## config.mk

```make
export PLATFORM = sky130hd
export DESIGN_NAME = gray_counter
export DESIGN_NICKNAME = d
export VERILOG_FILES = /design/src/rtl/gray_counter_pkg.sv /design/src/rtl/binary_gray.sv /design/src/rtl/gray_counter.sv
export SDC_FILE = /design/constraint.sdc
export NUM_CORES = 1
export LEC_CHECK = 0
export BUFFER_PORTS_ARGS = -buffer_cell sky130_fd_sc_hd__buf_2
export CAP_MARGIN = 20
export CORE_AREA = 2 2 39 41
export CTS_BUF_LIST = sky130_fd_sc_hd__clkbuf_4 sky130_fd_sc_hd__clkbuf_8
export DETAILED_ROUTE_END_ITERATION = 10
export DIE_AREA = 0 0 41 43
export SYNTH_ARGS = -nofsm -noshare
export SYNTH_HDL_FRONTEND = slang
export SYNTH_SLANG_ARGS = --single-unit
export TNS_END_PERCENT = 5
```

## constraint.sdc

```tcl
create_clock -name clk -period 1.82 [get_ports clk]
set_clock_uncertainty 0.2 [all_clocks]
set_input_delay 0.091 -clock clk [delete_from_list [all_inputs] [get_ports clk]]
set_output_delay 0.091 -clock clk [all_outputs]
set_load 0.05 [all_outputs]
```

## src/rtl/gray_counter_pkg.sv

```systemverilog
// Shared constants for the Gray-coded pointer counter.
package gray_counter_pkg;

   localparam int GRAY_CNT_DEFAULT_WIDTH = 4;

endpackage

```

## src/rtl/binary_gray.sv

```systemverilog
// Binary-to-Gray encoder; pure XOR network, the mirror of the Gray decoder.
module binary_gray #(
   parameter int WIDTH = 4
) (
   input  logic [WIDTH-1:0] bin,
   output logic [WIDTH-1:0] gray
);

   assign gray = bin ^ (bin >> 1);

endmodule

```

## src/rtl/gray_counter.sv

```systemverilog
// Up-counter with a flop-sourced Gray copy for clock-domain crossing.
module gray_counter
   import gray_counter_pkg::*;
#(
   parameter int WIDTH = GRAY_CNT_DEFAULT_WIDTH
) (
   input  logic             clk,
   input  logic             rst_n,
   input  logic             clr,
   input  logic             load,
   input  logic [WIDTH-1:0] load_value,
   input  logic             inc,
   output logic [WIDTH-1:0] bin_count,
   output logic [WIDTH-1:0] gray_count,
   output logic             wrap
);

   logic [WIDTH-1:0] bin_d, bin_q;
   logic [WIDTH-1:0] gray_d, gray_q;
   logic             wrap_d, wrap_q;

   always_comb begin
      bin_d  = bin_q;
      wrap_d = 1'b0;
      priority case (1'b1)
         clr:  bin_d = '0;
         load: bin_d = load_value;
         inc: begin
            bin_d  = bin_q + WIDTH'(1);
            wrap_d = &bin_q;
         end
         default: bin_d = bin_q;
      endcase
   end

   // Encode the next value so the Gray word is registered, never derived.
   binary_gray #(
      .WIDTH(WIDTH)
   ) u_enc (
      .bin (bin_d),
      .gray(gray_d)
   );

   always_ff @(posedge clk or negedge rst_n) begin
      if (!rst_n) begin
         bin_q  <= '0;
         gray_q <= '0;
         wrap_q <= 1'b0;
      end else begin
         bin_q  <= bin_d;
         gray_q <= gray_d;
         wrap_q <= wrap_d;
      end
   end

   assign bin_count  = bin_q;
   assign gray_count = gray_q;
   assign wrap       = wrap_q;

endmodule

```

# After elaboration in Yosys (flattened, before gate mapping)
# Index checks and enable logic that the tools add are counted.
[word_totals]
mem_bits_ro = 0
output_inout_bits = 9
ff_bits = 9
ramBits = 0
memories = 0
latchBits = 0
elab_cells = 12
[op_classes]
muxes = 6
n_bitwise = 1
order_cmp = 0
n_div = 0
n_eq_ne = 0
reduce_logical = 1
n_addsub = 1
mul = 0
n_shift = 0
[ops]
columns = ["op", "n"]
rows = [
  ["$mux W4", 3],
  ["$add A4 B1 Y4 const B", 1],
  ["$reduce_and A4 Y1", 1],
  ["$xor A4 B3 Y4", 1],
  ["$mux W1", 3],
]

# Longest topological paths before layout
[logic_depth]
ltp_word = 5
depth_mapped = 5
mapped_depth_nobuf = 5

# Modules after synthesis
# From an unflattened synthesis, not the netlist that was laid out.
[hier_totals]
cells_unflattened = 33
area_unflattened_um2 = 399.1
[modules_own_cells]
columns = ["mod", "n_inst", "seq_area_each_um2", "area_per_inst_um2", "cells_each"]
rows = [
  ["gray_counter", 1, 225.2, 365.4, 29],
  ["binary_gray", 1, 0.0, 33.8, 4],
]

# Worst setup path after synthesis
# No wires, ideal clock.
[synth_timing]
path_type = "reg-to-reg"
from = "reg bin_q[0], in the netlist bin_count[0]"
to = "reg gray_q[0], in the netlist gray_count[0]"
path_slack_ns = -0.120
synth_period_minus_slack_ns = 1.940
t_required_ns = 1.492
t_arrival_ns = 1.612
stages_incl_launch_ff = 6
path_cell_list = "dfrtp_1 -> ha_1 -> mux2_1 -> mux2i_1 -> nor2_2 -> xor2_1"
[synth_via]
elab_chain_len = 5
[synth_lines]
columns = ["element", "line", "source"]
rows = [
  ["start, declared", "gray_counter.sv:18", "logic [WIDTH-1:0] bin_d, bin_q;"],
  ["start signal, assigned", "gray_counter.sv:50", "bin_q <= bin_d;"],
  ["$add A4 B1 Y4", "gray_counter.sv:29", "bin_d = bin_q + WIDTH'(1);"],
  ["$mux W4 (3 in a row)", "gray_counter.sv:25", "priority case (1'b1)"],
  ["net bin_d[1]", "gray_counter.sv:18", ""],
  ["$xor A4 B3 Y4", "binary_gray.sv:9", "assign gray = bin ^ (bin >> 1);"],
  ["net gray_d[0]", "gray_counter.sv:19", "logic [WIDTH-1:0] gray_d, gray_q;"],
  ["end signal, assigned", "gray_counter.sv:51", "gray_q <= gray_d;"],
  ["end, declared", "gray_counter.sv:19", ""],
]
# The timed path passes the listed nets, and every way through them passes these cells.

# Final worst setup path
# Same ends and word-level chain as after synthesis.

==> Implementation_results.wiki <==
{| class="wikitable"
! Metric !! Value
|-
| Number of detailed-routing iterations run before antenna repair || 1
|-
| Maximum frequency from static timing analysis || 579.5 MHz
|-
| H-Tree Level Count || 1
|-
| Startpoint-to-endpoint class of the critical path || flip-flop to flip-flop
|-
| Post-route worst setup slack || 94.41 ps
|-
| Port Buffers || 17
|-
| Largest net degree at the start of global routing || 9
|-
| Max incr delay on CP || 430 ps
|-
| Via count || 322
|-
| Clock period minus worst slack || 1726 ps
|-
| Via/cell ratio || 4.351
|-
| Overflow left after global routing || 0
|-
| Total power per unit cell area || 911.0 nW/µm²
|-
| Worst hold slack || 3.077 ps
|-
| Number of library cell types mapped by synthesis || 18
|-
| Drt initial violations || 0
|-
| Number of nets with antenna violations after detailed routing || 0
|-
| Outcome || complete, no violations
|-
| Post-CTS Hold Buffers || 6
|-
| Finish-stage setup viols || 0
|-
| WP data required || around 1700 ps
|-
| Final Hold Fails || 0
|-
| Global-route track usage on met3 || roughly 4.7%
|-
| CP Cell Sequence || ha_1 -> mux2_1 -> mux2i_1 -> nor2_2 -> xor2_1
|-
| Number of buffers inserted by post-CTS setup repair || 0
|-
| Post_cts resized || 0
|-
| Peak supply drop || 281.9 µV
|-
| Final-stage net count || 69
|-
| CTS sink cnt || 8
|-
| Startpoint class of the critical path || flip-flop
|-
| Number of DRC violations after detailed routing || 0
|-
| Routability congestion estimate || 0.7384
|-
| Fraction of final layout cells sized beyond drive strength 1 || slightly above 40%
|-
| Antenna violations before repair || 0
|-
| Global router's overall resource usage || about an eighth
|-
| Overall power consumption || 0.5129 mW
|-
| # Max-Cap Violations || 0
|-
| Post-route setup TNS || 0 ps
|-
| CP max FO || 4
|-
| TritonCTS clock tree || done
|-
| Arrival time at the worst endpoint || 1650 ps
|-
| Slowest cell on the critical path || sky130_fd_sc_hd__dfrtp_2
|-
| Endpoint type of the worst setup path || flip-flop
|-
| Synth Register Bits || 8
|-
| Average detailed-routed wire length per instance || 11.01 µm
|-
| I/O pin count || 18
|-
| Number of cell rows || 14
|-
| Die Y-Extent || 43 µm
|-
| Clock latency on the worst-skew pair || ~250 ps
|-
| Die Area || 1763 µm²
|-
| Total wirelength of the detailed-routed design || 815 µm
|-
| Global routing met1 resource utilization || 13.07%
|-
| # diodes || 0
|-
| Via count of the first global-routing pass || 320
|-
| Slew at the pin with the worst max-slew slack || 314.0 ps
|-
| Warning count from the yosys run || 0
|-
| Syn Area/Cell || 11.64 µm²
|-
| Hold Crit Class || input port to async pin
|-
| Pins over their slew limit || 0
|-
| RSZ-0062 raised after global routing || false
|-
| GRT Max-Usage Layer || met2
|-
| Setup slack of the most critical reg-to-reg path || between 90 and 100 ps
|-
| Sequential cell area fraction in the yosys report || between 50% and 60%
|-
| Filler Cells Inserted || between 100 and 150
|-
| Wire length of the first global-routing pass || 1359 µm
|-
| Cell area after technology mapping || 384.1 µm²
|-
| Leakage dissipation || 0.2976 nW
|-
| Final clock period utilization by the worst path || 94.81%
|-
| Clock transition at path regs || approximately 60 ps
|-
| Setup WS pre-CTS || 111.9 ps
|-
| Maximum count of clock buffers along a single path || 2
|-
| Die width || 41 µm
|-
| Core Box Area || 1384 µm²
|-
| Starting Density || 27.76%
|-
| Max-slew headroom at the worst pin || between 70 and 80%
|-
| Mapped Cells || 33
|-
| Nets in the synthesized netlist || 43
|-
| Met2 GRT Util || slightly below 20%
|-
| Number of buffers created by CTS || 3
|-
| Layout-stage area growth over the synthesis result || 46.58%
|-
| Library cell used as clock root buffer || sky130_fd_sc_hd__clkbuf_4
|}
cells in the mapped netlist:
cell | count | share of area [%]
sky130_fd_sc_hd__dfrtp_1 | 8 | 52
sky130_fd_sc_hd__xnor2_1 | 4 | 9.1
sky130_fd_sc_hd__inv_1 | 3 | 2.9
sky130_fd_sc_hd__a21oi_1 | 2 | 2.6
sky130_fd_sc_hd__mux2i_1 | 2 | 5.2
sky130_fd_sc_hd__xor2_1 | 2 | 4.6
sky130_fd_sc_hd__buf_4 | 1 | 2.0
sky130_fd_sc_hd__buf_6 | 1 | 2.9
sky130_fd_sc_hd__ha_1 | 1 | 3.3
sky130_fd_sc_hd__mux2_1 | 1 | 2.9
sky130_fd_sc_hd__nand2_1 | 1 | 0.98
sky130_fd_sc_hd__nand2b_1 | 1 | 1.6
sky130_fd_sc_hd__nand4_1 | 1 | 1.6
sky130_fd_sc_hd__nor2_1 | 1 | 0.98
sky130_fd_sc_hd__nor2_2 | 1 | 1.6
sky130_fd_sc_hd__nor4b_1 | 1 | 2.3
sky130_fd_sc_hd__o21a_1 | 1 | 2.0
sky130_fd_sc_hd__o21ai_1 | 1 | 1.3
routing by layer:
metal  share of wire, %  wire (µm)
met5                  0          0
met4                  0          0
met3                6.7         55
met2                 60        486
met1                 33        272
path summary, 6_finish.rpt:
| path | start | to | depth (start not counted) |
|---|---|---|---|
| hold reg to reg | bin_count[3] | wrap | 2 |
| hold / removal | rst_n | bin_count[3] | 2 |
| min in group clk | load_value[3] | bin_count[3] | 4 |
| max in group asynchronous | rst_n | bin_count[0] | 2 |
| setup reg to reg | bin_count[0] | gray_count[0] | 5 |
| setup / recovery | bin_count[0] | gray_count[0] | 5 |
critical path, delay by kind of cell (launching register included):
family,cells,cell delay (ps)
mux,2,450
flops,1,430
xor+xnor,1,160
simple gates,1,70
fa+ha+maj,1,290
state kept, by name (all words and copies together), names as in the netlist:
name and count:
wrap 1, gray_count 3, bin_count 4
cells by family after synthesis:
logic type	after synthesis	share of synthesized area (%)
AO/OA/AOI/OAI	4	5.863
XOR/XNOR	6	13.68
adder cells (fa/ha/maj)	1	3.257
buffers and inverters	5	7.818
flip-flops	8	52.12
multiplexers	3	8.143
AND/OR/NAND/NOR	6	9.122
final cells by class:
class / count / area (µm²) / area share (%)
inverter: 3 / 11.26 / 2.000
timing repair buffer: 23 / 145.1 / 25.78
clock buffer: 4 / 30.03 / 5.333
tap: 16 / 20.02 / 3.556
multi-input combinational: 20 / 153.9 / 27.33
sequential: 8 / 202.7 / 36.00
cell usage in the layout, fill, tap and decap left out, types with 2 or more instances in the layout:
cell	instances
sky130_fd_sc_hd__dfrtp_1	6
sky130_fd_sc_hd__buf_2	17
sky130_fd_sc_hd__a21oi_1	2
sky130_fd_sc_hd__mux2i_1	2
sky130_fd_sc_hd__xnor2_1	4
sky130_fd_sc_hd__dfrtp_2	2
sky130_fd_sc_hd__clkbuf_4	4
sky130_fd_sc_hd__inv_1	3
sky130_fd_sc_hd__dlygate4sd3_1	6
sky130_fd_sc_hd__xor2_1	2
report_power, final:
group          total, mW  switching, mW  internal [mW]  leakage [nW]
Combinational      0.148          0.101         0.0462         0.179
Sequential         0.205        0.00950          0.195         0.101
Clock              0.161         0.0617         0.0988        0.0184
through the flow:
step | area [µm²] | std cells | util [%]
after floorplan | 386.6 | 33 | -
after global placement | 473.0 | 64 | 34.18
after detailed placement | 473.0 | 64 | 34.18
after CTS | 563.0 | 74 | 40.69
after global routing | 563.0 | 74 | 40.69
final | 563.0 | 74 | 40.69
Power figures use the tool's default switching activity.
